**config.mk**
```make
export PLATFORM = sky130hd
export DESIGN_NAME = pq_ring_buffer
export DESIGN_NICKNAME = d
export VERILOG_FILES = /design/src/rtl/pq_pkg.sv /design/src/rtl/dp_ram.sv /design/src/rtl/pq_clear_seq.sv /design/src/rtl/pq_ring_buffer.sv
export SDC_FILE = /design/constraint.sdc
export NUM_CORES = 1
export LEC_CHECK = 0
export CAP_MARGIN = 25
export CORE_MARGIN = 2
export CORE_UTILIZATION = 38
export CTS_CLUSTER_SIZE = 12
export DETAILED_ROUTE_END_ITERATION = 7
export GPL_ROUTABILITY_DRIVEN = 0
export GPL_TIMING_DRIVEN = 0
export PLACE_DENSITY = 0.64
export SLEW_MARGIN = 10
export SYNTH_ARGS = -nofsm -noshare
export SYNTH_HDL_FRONTEND = slang
export SYNTH_SLANG_ARGS = --single-unit
```
**constraint.sdc**
```tcl
create_clock -name clk -period 3.65 [get_ports clk]
set_input_delay 0.73 -clock clk [delete_from_list [all_inputs] [get_ports clk]]
set_output_delay 0.73 -clock clk [all_outputs]
set_load 0.01 [all_outputs]
```
**src/rtl/pq_pkg.sv**
```systemverilog
// Shared types for the rotating bank buffer.
// Holds the clear-sweep states and the bank-pointer width helper.
package pq_pkg;

  typedef enum logic [1:0] {
    IDLE      = 2'd0,
    SWEEP_ALL = 2'd1,
    SWEEP_ONE = 2'd2
  } sweep_state_e;

  function automatic int ptr_w(input int n);
    return ($clog2(n) > 1) ? $clog2(n) : 1;
  endfunction

endpackage

```
**src/rtl/dp_ram.sv**
```systemverilog
// Simple dual-port RAM: one write port, one registered read port.
// A word written in one cycle is readable in the next.
module dp_ram #(
  parameter int RAM_WIDTH  = 8,
  parameter int ADDR_WIDTH = 4
) (
  input  logic                  clk,
  input  logic                  we,
  input  logic [ADDR_WIDTH-1:0] waddr,
  input  logic [RAM_WIDTH-1:0]  wdata,
  input  logic                  re,
  input  logic [ADDR_WIDTH-1:0] raddr,
  output logic [RAM_WIDTH-1:0]  rdata
);

  logic [RAM_WIDTH-1:0] mem [2**ADDR_WIDTH];

  always_ff @(posedge clk) begin
    if (we) mem[waddr] <= wdata;
    if (re) rdata <= mem[raddr];
  end

endmodule

```
**src/rtl/pq_clear_seq.sv**
```systemverilog
// Clear sequencer: global sweep of all banks or a single-bank sweep.
// Each sweep walks clr_addr over the full bank depth once.
module pq_clear_seq
  import pq_pkg::*;
#(
  parameter int NUM_BANKS  = 4,
  parameter int ADDR_WIDTH = 4,
  parameter int PW         = ptr_w(NUM_BANKS)
) (
  input  logic                  clk,
  input  logic                  rst,
  input  logic                  clear,
  input  logic                  sweep_one,
  input  logic [PW-1:0]         start_bank,
  output sweep_state_e          state,
  output logic [ADDR_WIDTH-1:0] clr_addr,
  output logic [PW-1:0]         clr_bank,
  output logic                  busy
);

  sweep_state_e          state_q, state_d;
  logic [ADDR_WIDTH-1:0] clr_addr_q, clr_addr_d;
  logic [PW-1:0]         clr_bank_q, clr_bank_d;

  always_comb begin
    state_d    = state_q;
    clr_addr_d = clr_addr_q;
    clr_bank_d = clr_bank_q;
    // clear restarts any sweep; a running sweep blocks new single sweeps
    if (clear) begin
      state_d    = SWEEP_ALL;
      clr_addr_d = '0;
    end else if (state_q != IDLE) begin
      clr_addr_d = clr_addr_q + 1'b1;
      if (clr_addr_q == '1) state_d = IDLE;
    end else if (sweep_one) begin
      state_d    = SWEEP_ONE;
      clr_addr_d = '0;
      clr_bank_d = start_bank;
    end
  end

  always_ff @(posedge clk) begin
    if (rst) begin
      state_q    <= IDLE;
      clr_addr_q <= '0;
      clr_bank_q <= '0;
    end else begin
      state_q    <= state_d;
      clr_addr_q <= clr_addr_d;
      clr_bank_q <= clr_bank_d;
    end
  end

  assign state    = state_q;
  assign clr_addr = clr_addr_q;
  assign clr_bank = clr_bank_q;
  assign busy     = (state_q != IDLE);

endmodule

```
**src/rtl/pq_ring_buffer.sv**
```systemverilog
// N-bank rotating buffer: producer fills banks in order, consumer
// drains them in order, with global and per-bank clear sweeps.
module pq_ring_buffer
  import pq_pkg::*;
#(
  parameter int DATA_WIDTH = 8,
  parameter int ADDR_WIDTH = 4,
  parameter int NUM_BANKS  = 4,
  parameter int AUTO_CLEAR = 0
) (
  input  logic                           clk,
  input  logic                           rst,
  input  logic                           wr_en,
  input  logic [ADDR_WIDTH-1:0]          wr_addr,
  input  logic [DATA_WIDTH-1:0]          din,
  input  logic                           wr_done,
  output logic                           wr_ready,
  input  logic                           rd_en,
  input  logic [ADDR_WIDTH-1:0]          rd_addr,
  output logic [DATA_WIDTH-1:0]          dout,
  output logic                           dout_valid,
  input  logic                           rd_done,
  output logic                           rd_ready,
  input  logic                           clear,
  output logic                           busy,
  output logic [$clog2(NUM_BANKS+1)-1:0] full_cnt
);

  localparam int PW = ptr_w(NUM_BANKS);
  localparam int CW = $clog2(NUM_BANKS+1);

  logic [PW-1:0] wr_ptr_q, wr_ptr_d;
  logic [PW-1:0] rd_ptr_q, rd_ptr_d;
  logic [PW-1:0] rd_bank_q, rd_bank_d;
  logic [CW-1:0] cnt_q, cnt_d;
  logic          dv_q, dv_d;

  sweep_state_e          state;
  logic [ADDR_WIDTH-1:0] clr_addr;
  logic [PW-1:0]         clr_bank;
  logic wr_acc, wd_acc, rd_acc, rdd_acc;

  logic [DATA_WIDTH-1:0] rdata [NUM_BANKS];

  function automatic logic [PW-1:0] nxt(input logic [PW-1:0] p);
    return (p == PW'(NUM_BANKS-1)) ? '0 : p + 1'b1;
  endfunction

  assign wr_ready = (cnt_q < CW'(NUM_BANKS))
                 && (state != SWEEP_ALL)
                 && !(state == SWEEP_ONE && wr_ptr_q == clr_bank);
  assign rd_ready = (cnt_q != '0) && (state == IDLE);

  assign wr_acc  = wr_en   & wr_ready;
  assign wd_acc  = wr_done & wr_ready;
  assign rd_acc  = rd_en   & rd_ready;
  assign rdd_acc = rd_done & rd_ready;

  always_comb begin
    wr_ptr_d  = wr_ptr_q;
    rd_ptr_d  = rd_ptr_q;
    cnt_d     = cnt_q;
    rd_bank_d = rd_acc ? rd_ptr_q : rd_bank_q;
    dv_d      = rd_acc;
    if (wd_acc)  wr_ptr_d = nxt(wr_ptr_q);
    if (rdd_acc) rd_ptr_d = nxt(rd_ptr_q);
    if (wd_acc && !rdd_acc) cnt_d = cnt_q + 1'b1;
    if (rdd_acc && !wd_acc) cnt_d = cnt_q - 1'b1;
    if (clear) begin
      wr_ptr_d = '0;
      rd_ptr_d = '0;
      cnt_d    = '0;
    end
  end

  always_ff @(posedge clk) begin
    if (rst) begin
      wr_ptr_q  <= '0;
      rd_ptr_q  <= '0;
      rd_bank_q <= '0;
      cnt_q     <= '0;
      dv_q      <= 1'b0;
    end else begin
      wr_ptr_q  <= wr_ptr_d;
      rd_ptr_q  <= rd_ptr_d;
      rd_bank_q <= rd_bank_d;
      cnt_q     <= cnt_d;
      dv_q      <= dv_d;
    end
  end

  pq_clear_seq #(
    .NUM_BANKS  (NUM_BANKS),
    .ADDR_WIDTH (ADDR_WIDTH),
    .PW         (PW)
  ) u_seq (
    .clk        (clk),
    .rst        (rst),
    .clear      (clear),
    .sweep_one  ((AUTO_CLEAR != 0) && rdd_acc),
    .start_bank (rd_ptr_q),
    .state      (state),
    .clr_addr   (clr_addr),
    .clr_bank   (clr_bank),
    .busy       (busy)
  );

  for (genvar b = 0; b < NUM_BANKS; b++) begin : g_bank
    logic                  sw, we;
    logic [ADDR_WIDTH-1:0] wa;
    logic [DATA_WIDTH-1:0] wd;

    // the sweep steals this bank's write port while it runs
    always_comb begin
      sw = (state == SWEEP_ALL)
        || (state == SWEEP_ONE && clr_bank == PW'(b));
      we = sw || (wr_acc && wr_ptr_q == PW'(b));
      wa = sw ? clr_addr : wr_addr;
      wd = sw ? '0 : din;
    end

    dp_ram #(
      .RAM_WIDTH  (DATA_WIDTH),
      .ADDR_WIDTH (ADDR_WIDTH)
    ) u_ram (
      .clk   (clk),
      .we    (we),
      .waddr (wa),
      .wdata (wd),
      .re    (rd_acc && rd_ptr_q == PW'(b)),
      .raddr (rd_addr),
      .rdata (rdata[b])
    );
  end

  assign dout       = rdata[rd_bank_q];
  assign dout_valid = dv_q;
  assign full_cnt   = cnt_q;

endmodule

```
Word level (Yosys, flattened, before mapping)
Memories as Yosys holds them, arrays and structs flattened. A register that Yosys moved wholly into a read port is not among the register bits.
Index checks and enable logic that the tools add are counted.

word-level totals
  register bits after elaboration = 15
  memory bits (writable) = 512
  input port bits = 23
  output and inout bits = 15
  logic and storage cells = 78
  memories kept = 4

memories
  name                 depth  width  rd ports  clocked after memory_dff  write ports  line          source
  g_bank[0].u_ram.mem  16     8      1         1                         1            dp_ram.sv:16  logic [RAM_WIDTH-1:0] mem [2**ADDR_WIDTH];
  g_bank[1].u_ram.mem  16     8      1         1                         1            dp_ram.sv:16
  g_bank[2].u_ram.mem  16     8      1         1                         1            dp_ram.sv:16
  g_bank[3].u_ram.mem  16     8      1         1                         1            dp_ram.sv:16

operators by class
  add/subtract/negate cells = 5
  magnitude comparators = 2
  equal/unequal tests = 7
  multiplexer cells = 20
  bitwise gates (word level) = 6
  reduce and logical (&&, ||, !) cells = 27

operators with widths
  operator                                                                count
  8-bit two-way mux                                                       3
  8-bit binary-select mux with 2-bit select                               1
  1-bit logical AND                                                       12
  1-bit two-way mux                                                       11
  2-bit equality test (second input constant)                             4
  2-bit logical NOT                                                       3
  3-bit two-way mux                                                       2
  2-bit nonzero test                                                      3
  2-bit by 1-bit adder with 2-bit output (second input constant)          2
  4-bit by 1-bit adder with 4-bit output (second input constant)          1
  1-bit AND                                                               4
  2-bit by 1-bit equality test with 1-bit output (second input constant)  2
  4-bit equality test (second input constant)                             1
  1-bit logical OR                                                        4
  2-bit two-way mux                                                       2
  4-bit two-way mux                                                       1
  3-bit by 1-bit adder with 3-bit output (second input constant)          1
  3-bit >= comparator (second input constant)                             1
  3-bit less-than comparator (second input constant)                      1
  2-bit NOT with 3-bit output                                             1
  3-bit nonzero test                                                      1
  3-bit by 1-bit subtractor with 3-bit output (second input constant)     1
  1-bit logical NOT                                                       2
  2-bit AND reduction                                                     1
  other kinds (2)                                                         2

Logic depth before layout (Yosys ltp)
Gate-level depths: netlist (run 1).

  depth in word-level cells = 7
  gate-level depth with buffers = 9
  depth with buffers taken out = 8

Modules after synthesis
A second synthesis (run 1) with hierarchy kept.

unflattened totals
  cell total of the unflattened synthesis = 1101
  area total of the unflattened synthesis = 22651.7 µm²

by module, submodules not included
  module          instances  cells an instance  area each (µm²)  sequential area each (µm²)
  dp_ram          4          229                5227.5           4083.9
  pq_ring_buffer  1          148                1373.8           200.2
  pq_clear_seq    1          37                 367.9            160.2

Worst setup path after synthesis (run 1)
No wires, ideal clock.

  kind = register to register
  start point = reg u_seq.state_q[0], in the netlist u_seq.state[0]
  end point = mem g_bank[0].u_ram.mem[0][2] (data pin)
  setup time = 0.514 ns
  arrival = 2.389 ns
  data required time = 3.136 ns
  slack = 0.746 ns
  stages on the path, launching flop included = 4
  buffers on the path = 2
  clock period less this slack = 2.904 ns
  cell sequence = dfxtp_1 > clkbuf_1 > clkbuf_1 > nor2b_1

between the ends
  word-level cells in the longest chain between the ends = 1

ends and longest elaborated chain
  element                       line                   source
  start, declared               pq_clear_seq.sv:21     sweep_state_e state_q, state_d;
  start signal, assigned        pq_clear_seq.sv:49     state_q <= state_d;
  8-bit two-way mux             pq_ring_buffer.sv:119  wd = sw ? '0 : din;
  via g_bank[0].u_ram.wdata[2]  dp_ram.sv:10           input logic [RAM_WIDTH-1:0] wdata,
  end, declared                 dp_ram.sv:16

The timed path passes the listed nets, and every way through them passes these cells.

Final worst setup path (run 1)
  start point = reg u_seq.state_q[0], in the netlist u_seq.state[0]
  end point = out wr_ready

between the ends
  word-level cells in the longest chain between the ends = 2

ends and longest elaborated chain
  element            line                  source
  1-bit NOT          pq_ring_buffer.sv:50  && (state != SWEEP_ALL)
  1-bit logical AND  pq_ring_buffer.sv:50
  end, declared      pq_ring_buffer.sv:17  output logic wr_ready,

Every way passes these cells.

==> results of run 1 <==
registers in the layout, summed over array words and instances, names as in the netlist:
name / flops
g_bank.u_ram.mem: 512
g_bank.u_ram.rdata: 32
u_seq.clr_addr: 4
full_cnt: 3
rd_bank_q: 2
rd_ptr_q: 2
wr_ptr_q: 2
dout_valid: 1
u_seq.state: 1
worst max-delay path, stage by stage, from the launching register on:
cell             delay (ns)
dfxtp_1                0.42
clkbuf_1               0.39
clkbuf_1               0.64
nor2_1                 0.11
clkdlybuf4s50_1        0.51
worst min-delay path by stage:
stage	to	slack (ns)	cells past startpoint
6_report	rd_ptr_q[1]	0.55	2
5_1_grt	rd_ptr_q[1]	0.57	2
4_1_cts	rd_bank_q[1]	0.55	2
3_5_place_dp	rd_ptr_q[1]	0.55	2
3_3_place_gp	rd_ptr_q[1]	0.52	2
2_1_floorplan	rd_ptr_q[1]	0.49	2
routing by layer:
metal | global-route usage [%] | vias to the layer above
li1 | - | 4567
met2 | 26.87 | 469
met4 | 5.428 | 4
met3 | 4.265 | 89
met5 | 0 | -
met1 | 22.24 | 5648
cells in the final DEF (no fill, tap or decap), drive strengths merged, types with 2 or more instances in the layout:
master / count
a21oi: 12
a22oi: 65
a32oi: 4
and2: 5
buf: 81
clkbuf: 91
clkdlybuf4s50: 35
clkinv: 14
dfxtp: 15
edfxtp: 544
ha: 10
inv: 18
mux2i: 3
mux4: 136
nand2: 35
nand4: 5
nor2: 18
nor2b: 13
nor3: 68
o31ai: 4
or3: 2
xnor2: 2
xor2: 3
final cells by class:
| type | count | area share [%] |
|---|---|---|
| buffer | 63 | 1.166 |
| clock buffer | 65 | 5.800 |
| clock inverter | 18 | 0.4584 |
| inverter | 15 | 0.2242 |
| multi-input combinational | 393 | 19.31 |
| sequential | 559 | 66.25 |
| tap | 756 | 3.767 |
| timing repair buffer | 79 | 3.020 |
power by group through the flow:
stage	clock [mW]	sequential, mW	combinational, mW
floorplan	0	7.32	0.455
global placement	0	7.34	0.734
detailed placement	0	7.32	0.824
CTS	5.23	7.19	0.827
global route	5.47	7.19	0.875
finish	5.12	7.19	0.821
synth_stat cells:
library cell,instances,area share (%)
clkbuf_1,26,0.45
nor3_1,68,1.6
buf_1,10,0.17
buf_4,9,0.31
o21ai_0,1,0.023
nor2b_1,13,0.38
fa_1,1,0.093
buf_2,18,0.42
xnor2_1,2,0.081
a21oi_1,12,0.28
a2bb2oi_1,1,0.041
edfxtp_1,544,76
o32a_1,1,0.046
nor2_1,18,0.31
nor4_1,1,0.029
and2_1,5,0.14
or2_2,1,0.029
inv_1,15,0.26
nand2_1,35,0.61
mux4_2,136,14
a22oi_1,65,2.3
mux2i_1,3,0.14
nor3b_1,1,0.035
dfxtp_1,15,1.4
or3_1,2,0.058
nand3_1,1,0.023
xor2_1,3,0.12
a32oi_1,4,0.16
nand4_1,5,0.14
o31ai_1,4,0.14
ha_1,10,0.58
kinds of logic after synthesis:
kind of cell / Yosys count / synth area share (%)
mux: 139 / 14.30
xor+xnor: 5 / 0.2025
buf+inv: 78 / 1.614
compound gates: 88 / 2.945
flops: 559 / 76.93
simple gates: 150 / 3.333
fa+ha+maj: 11 / 0.6712
through the flow:
stage	hold WS, ns	worst slack [ns]
floorplan	0.4941	0.7464
global placement	0.5230	-1.794
detailed placement	0.5457	-0.02516
CTS	0.5508	0.1860
global route	0.5719	0.03506
finish	0.5540	0.2497
==> out/qor.yml, run 1 <==
global_route:
  grt_first_pass_wirelength_microns: 71820
  grt_antenna_before_repair: 2
  grt_max_degree: 41
  grt_usage_pct: 16.68
  grt_pass1_vias: 10983
  grt_overflow: 0
route:
  num_vias: 10777
  drtPass1Iterations: 5
  drtIter0Drc: 1254
  wire_per_inst_microns: 25.03
  drc_errors: 0
  avgViaCountPerCell: 5.532
  routed-wl-met3_microns: 4362
  route.final.wire_length_microns: 48750
  highest_layer: "met5"
  wl_met1_microns: 19760
  postRouteAntennaNets: 0
  wl_met2_microns: 23240
cells_and_area:
  fin_util_pct: 44.62
  layout.nets: 1201
  n_antenna_cell: 0
  regArea_sq_mm: 0.01664
  final_area_sq_mm: 0.02511
  multiInputGateArea_sq_mm: 0.004850
  fin_cells: 1948
  num-fill-cells: 4770
  area_delta_synth_final_pct: 16.12
  drive_gt1_share_pct: 26.01
power_and_ir_drop:
  seqPwrFrac_pct: 54.7
  p_leak_nw: 7.881
  p_per_area_mw_per_mm2: 522.9
  combPwrFrac_pct: 6.3
  switching_share_pct: 21.37
  irDropWorstVdd_uv: 312.1
  power.internal_mw: 10.32
  total_power_mw: 13.13
  p_switching_mw: 2.806
  pwr-share-clk_pct: 39.0
timing:
  clock.fmax_ghz: 0.2941
  fin_setup_tns_ns: 0
  tightest_slew_ns: 1.353
  hold_violations: 0
  fin_worst_skew_ns: 0.01941
  rsz0062_at_grt: "no"
  fin_crit_ns: 3.400
  post-route-period-util_pct: 93.16
  slew_viol_final: 0
  maxSlewHeadroom_pct: 9.808
  finalSetupViolations: 0
setup_path:
  r2r-start: "u_seq.state[0]"
  required_ns: 2.92
  rrSetupSlack_ns: 0.66
  endpoint_kind: "primary output"
  r2r_cells: 6
  worstPathArrival_ns: 2.67
  cp_max_fo: 10
  r2r-end: "g_bank[1].u_ram.mem[11][4]"
  crit_type: "reg2out"
  start_kind: "register"
  cp-endpoint: "wr_ready"
  cp-startpoint: "u_seq.state[0]"
cts:
  post_cts_resized: 0
  clkSinkCount: 559
  clk_pin_slew_ns: 0.06
  cts_buffers: 56
  post_cts_buffers: 0
  tritoncts: "yes"
  clk-insertion-delay-late_ns: 0.60
  clockBufferDepth: 3
  root_buffer: "clkbuf_16"
  hold_buffers: 0
  cts_htree_levels: 2
logic_synthesis:
  synth_nets: 1064
  synth-seq-cells: 559
  yosysUniqueCellTypes: 31
  yosysSeqAreaShare_pct: 76.93
  syn-cell-area_sq_mm: 0.02162
  synthCells: 1030
  syn-mean-instance-area_sq_um: 20.99
  synth-warning-count: 0
floorplan:
  start_util_pct: 38.42
  ios: 38
  num_rows: 87
  dieArea_sq_mm: 0.05883
  core_area_sq_mm: 0.05628
  die_x_microns: 242.6
  dieHeight_microns: 242.6
place:
  placed_area_sq_mm: 0.02354
  hpwl_microns: 33490
  dp.cells: 1865
  io_buffer_count: 35
outcome:
  status: "finished clean"
worst_hold_path:
  holdCritPathClass: "reg2reg"
  hold_start: "rd_ptr_q[1]"
run:
  drv_cap: 0
No activity file was read; power rests on OpenSTA's default activity.
==> inputs of run 2 (changes only) <==
Settings changed: ABC_AREA set to 1, SKIP_CTS_REPAIR_TIMING set to 1.
==> run 2 against run 1 <==
Net effect: synthesized cell count up 130%; design area up 11%; critical path depth up 1; utilization down 0.57 points; cell count up 73%; total power up 7.2%; critical path type unchanged.
==> out/qor.yml, run 2 <==
setup_path:
  crit_type: "reg2out"
  cp_max_fo: 10  # unchanged
  crit_chain: "clkbuf_1 -> clkbuf_1 -> nor2_1 -> o22ai_1 -> clkdlybuf4s50_1"
  cp-startpoint: "rd_bank_q[0]"
  endpoint_kind: "primary output"
  rrSetupSlack_ns: 0.88  # +0.22 ns
  required_ns: 2.92  # about the same
  worstPathArrival_ns: 2.79  # +0.12 ns
  start_kind: "register"
  critPathMostFrequentCell: "clkbuf_1"
  crit_buf_inv: 3  # unchanged
  slowest_delay_ns: 0.63  # about the same
  path_delay_family: "buffers and inverters"
  slowest_stage: "clkdlybuf4s50_1"
  r2r-start: "u_seq.state[0]"
logic_synthesis:
  yosysMostFrequentCell: "nand2_1"
  synthArstFlopShare_pct: 0  # unchanged
  synth.top_cells.by_count: "nand2_1, edfxtp_1, inv_1"
  synth_nets: 2403  # +130%
  synth-seq-cells: 559  # unchanged
  synth-edff-count: 544  # unchanged
  synth_top_area_share_pct: 67.46  # -8.1 points
  yosysSeqAreaShare_pct: 68.70  # -8.2 points
  synthTopCellsByArea: "edfxtp_1, nand2_1, nand3_1"
  synth-warning-count: 0  # unchanged
  synth_largest_area_cell: "edfxtp_1"
  syn-cell-area_sq_mm: 0.02422  # +12%
  yosysUniqueCellTypes: 22  # -29%
  ys.flop_type: "edfxtp_1"
  syn-mean-instance-area_sq_um: 10.22  # -51%
  synthCells: 2369  # +130%
cells_and_area:
  fin_cells: 3370  # +73%
  largest_register_ffs: 512  # unchanged
  num-fill-cells: 5912  # +24%
  final_area_sq_mm: 0.02779  # +11%
  final_common_cell: "nand2_1"
  layout.nets: 2514  # +110%
  regArea_sq_mm: 0.01664  # unchanged
  regMostFlops: "g_bank.u_ram.mem"
  n_antenna_cell: 0  # unchanged
  area_delta_synth_final_pct: 14.74
  drive_gt1_share_pct: 6.815  # -19 points
  fin_util_pct: 44.05  # -0.57 points
  multiInputGateArea_sq_mm: 0.005514  # +14%
  final_cell_mix: "nand2_1, edfxtp_1, inv_1"
cts:
  cts_buffers: 58  # +3.6%
  clkSinkCount: 559  # unchanged
  tritoncts: "yes"
  cts_htree_levels: 2  # unchanged
  clockBufferDepth: 3  # unchanged
  root_buffer: "clkbuf_16"
  clk-insertion-delay-late_ns: 0.65  # +0.05 ns
  clk_pin_slew_ns: 0.06  # about the same
power_and_ir_drop:
  p_switching_mw: 3.320  # +18%
  p_leak_nw: 11.64  # +48%
  pwr-share-clk_pct: 40.7  # +1.7 points
  power.internal_mw: 10.75  # +4.2%
  combPwrFrac_pct: 7.9  # +1.6 points
  irDropWorstVdd_uv: 315.2  # +0.98%
  seqPwrFrac_pct: 51.4  # -3.3 points
  switching_share_pct: 23.59  # +2.2 points
  p_per_area_mw_per_mm2: 506.5  # -3.1%
worst_hold_path:
  holdCritPathClass: "reg2reg"
  hold_start: "u_seq.clr_addr[3]"
timing:
  slew_viol_final: 0  # unchanged
  maxSlewHeadroom_pct: 23.86  # +14 points
  tightest_slew_ns: 1.137  # -0.2161 ns
  fin_ws_ns: 0.1285  # -0.1212 ns
  fin_worst_skew_ns: 0.03665  # +0.01723 ns
  clock.fmax_ghz: 0.2840  # -3.4%
  rsz0062_at_grt: "no"
  fin_setup_tns_ns: 0  # unchanged
  hold_violations: 0  # unchanged
  finalSetupViolations: 0  # unchanged
  fin_crit_ns: 3.522  # +0.1212 ns
  post-route-period-util_pct: 96.48  # +3.3 points
floorplan:
  dieArea_sq_mm: 0.06576  # +12%
  dieHeight_microns: 256.4  # +5.7%
  die_x_microns: 256.4  # +5.7%
  start_util_pct: 38.39  # about the same
  num_rows: 92  # +5.7%
  core_area_sq_mm: 0.06308  # +12%
  ios: 38  # unchanged
route:
  route.final.wire_length_microns: 69800  # +43%
  drc_errors: 0  # unchanged
  drtPass1Iterations: 6  # +1
  drtIter0Drc: 2280  # +82%
  num_vias: 17277  # +60%
  avgViaCountPerCell: 5.127  # -7.3%
  wire_per_inst_microns: 20.71  # -17%
  postRouteAntennaNets: 0  # unchanged
place:
  hpwl_microns: 47850  # +43%
  placed_area_sq_mm: 0.02596  # +10%
  io_buffer_count: 35  # unchanged
  place_ws_ns: 0.2190  # +0.2441 ns
  dp.cells: 3263  # +75%
global_route:
  grt_use_met3_pct: 4.636  # +0.37 points
  grt_overflow: 0  # unchanged
  grt_pass1_vias: 16540  # +51%
  grt_max_degree: 49  # +20%
  met2_usage_pct: 34.38  # +7.5 points
  grt_usage_pct: 21.13  # +4.4 points
  grt_first_pass_wirelength_microns: 103700  # +44%
  grt_antenna_before_repair: 2  # unchanged
  top_usage_layer: "met2"
  met1_usage_pct: 27.92  # +5.7 points
outcome:
  status: "finished clean"
run:
  drv_cap: 0  # unchanged
run 2: cell count changes after synthesis, moves of 6 or more:
cell	change
inv_1	+406
o22ai_1	+8
nor2_1	+82
mux4_2	-136
o21ai_0	+24
nor2b_1	-13
a22oi_1	-65
nand2_1	+673
nand3_1	+389
buf_1	+11
buf_2	+44
buf_4	-6
nor3_1	-66
run 2: logic make-up after synthesis:
| group | share of synthesized area (%) |
|---|---|
| AO/OA/AOI/OAI | 1.193 |
| adder cells (fa/ha/maj) | 0.5993 |
| buffers and inverters | 8.783 |
| flip-flops | 68.70 |
| AND/OR/NAND/NOR | 20.73 |
run 2: area by class of cell:
cell class | count | share of cell area [%]
Sequential cell | 559 | 59.87
Multi-Input combinational cell | 1269 | 19.85
Inverter | 426 | 5.755
Clock buffer | 80 | 5.669
Tap cell | 846 | 3.810
Timing Repair Buffer | 51 | 2.333
Buffer | 115 | 1.905
Clock inverter | 24 | 0.8106
run 2: power by group through the flow:
stage	sequential (mW)	combinational (mW)	clock, mW
2_1_floorplan	7.37	0.578	0
3_3_place_gp	7.38	1.01	0
3_5_place_dp	7.36	1.08	0
4_1_cts	7.23	1.09	5.76
5_1_grt	7.24	1.19	6.02
6_report	7.23	1.11	5.73
run 2: through the flow:
| stage | hold WS [ns] | power [mW] |
|---|---|---|
| after floorplan | 0.4220 | 7.943 |
| after global placement | 0.4469 | 8.391 |
| after detailed placement | 0.4577 | 8.449 |
| after CTS | 0.4669 | 14.08 |
| after global routing | 0.4986 | 14.44 |
| final | 0.4673 | 14.07 |
run 2: worst paths after layout:
check,end,cells after the start
max,dout[2],5
min,u_seq.clr_addr[3],1
max reg2reg,g_bank[3].u_ram.mem[8][3],7
min reg2reg,u_seq.clr_addr[3],1
run 2: worst register-to-register path, cell delays in order, from the launching register on:
cell and delay (ns):
dfxtp_1 0.45, buf_6 0.18, nand2_1 0.07, o21ai_0 0.25, inv_1 0.15, nor2_2 0.27, nand2_1 0.24, nor2_1 0.76
run 2: metal layers:
metal	part of all wire, %	vias to the layer above
met5	0.017	-
met4	3.8	2
met3	11	171
met2	46	949
met1	39	8261
li1	-	7894
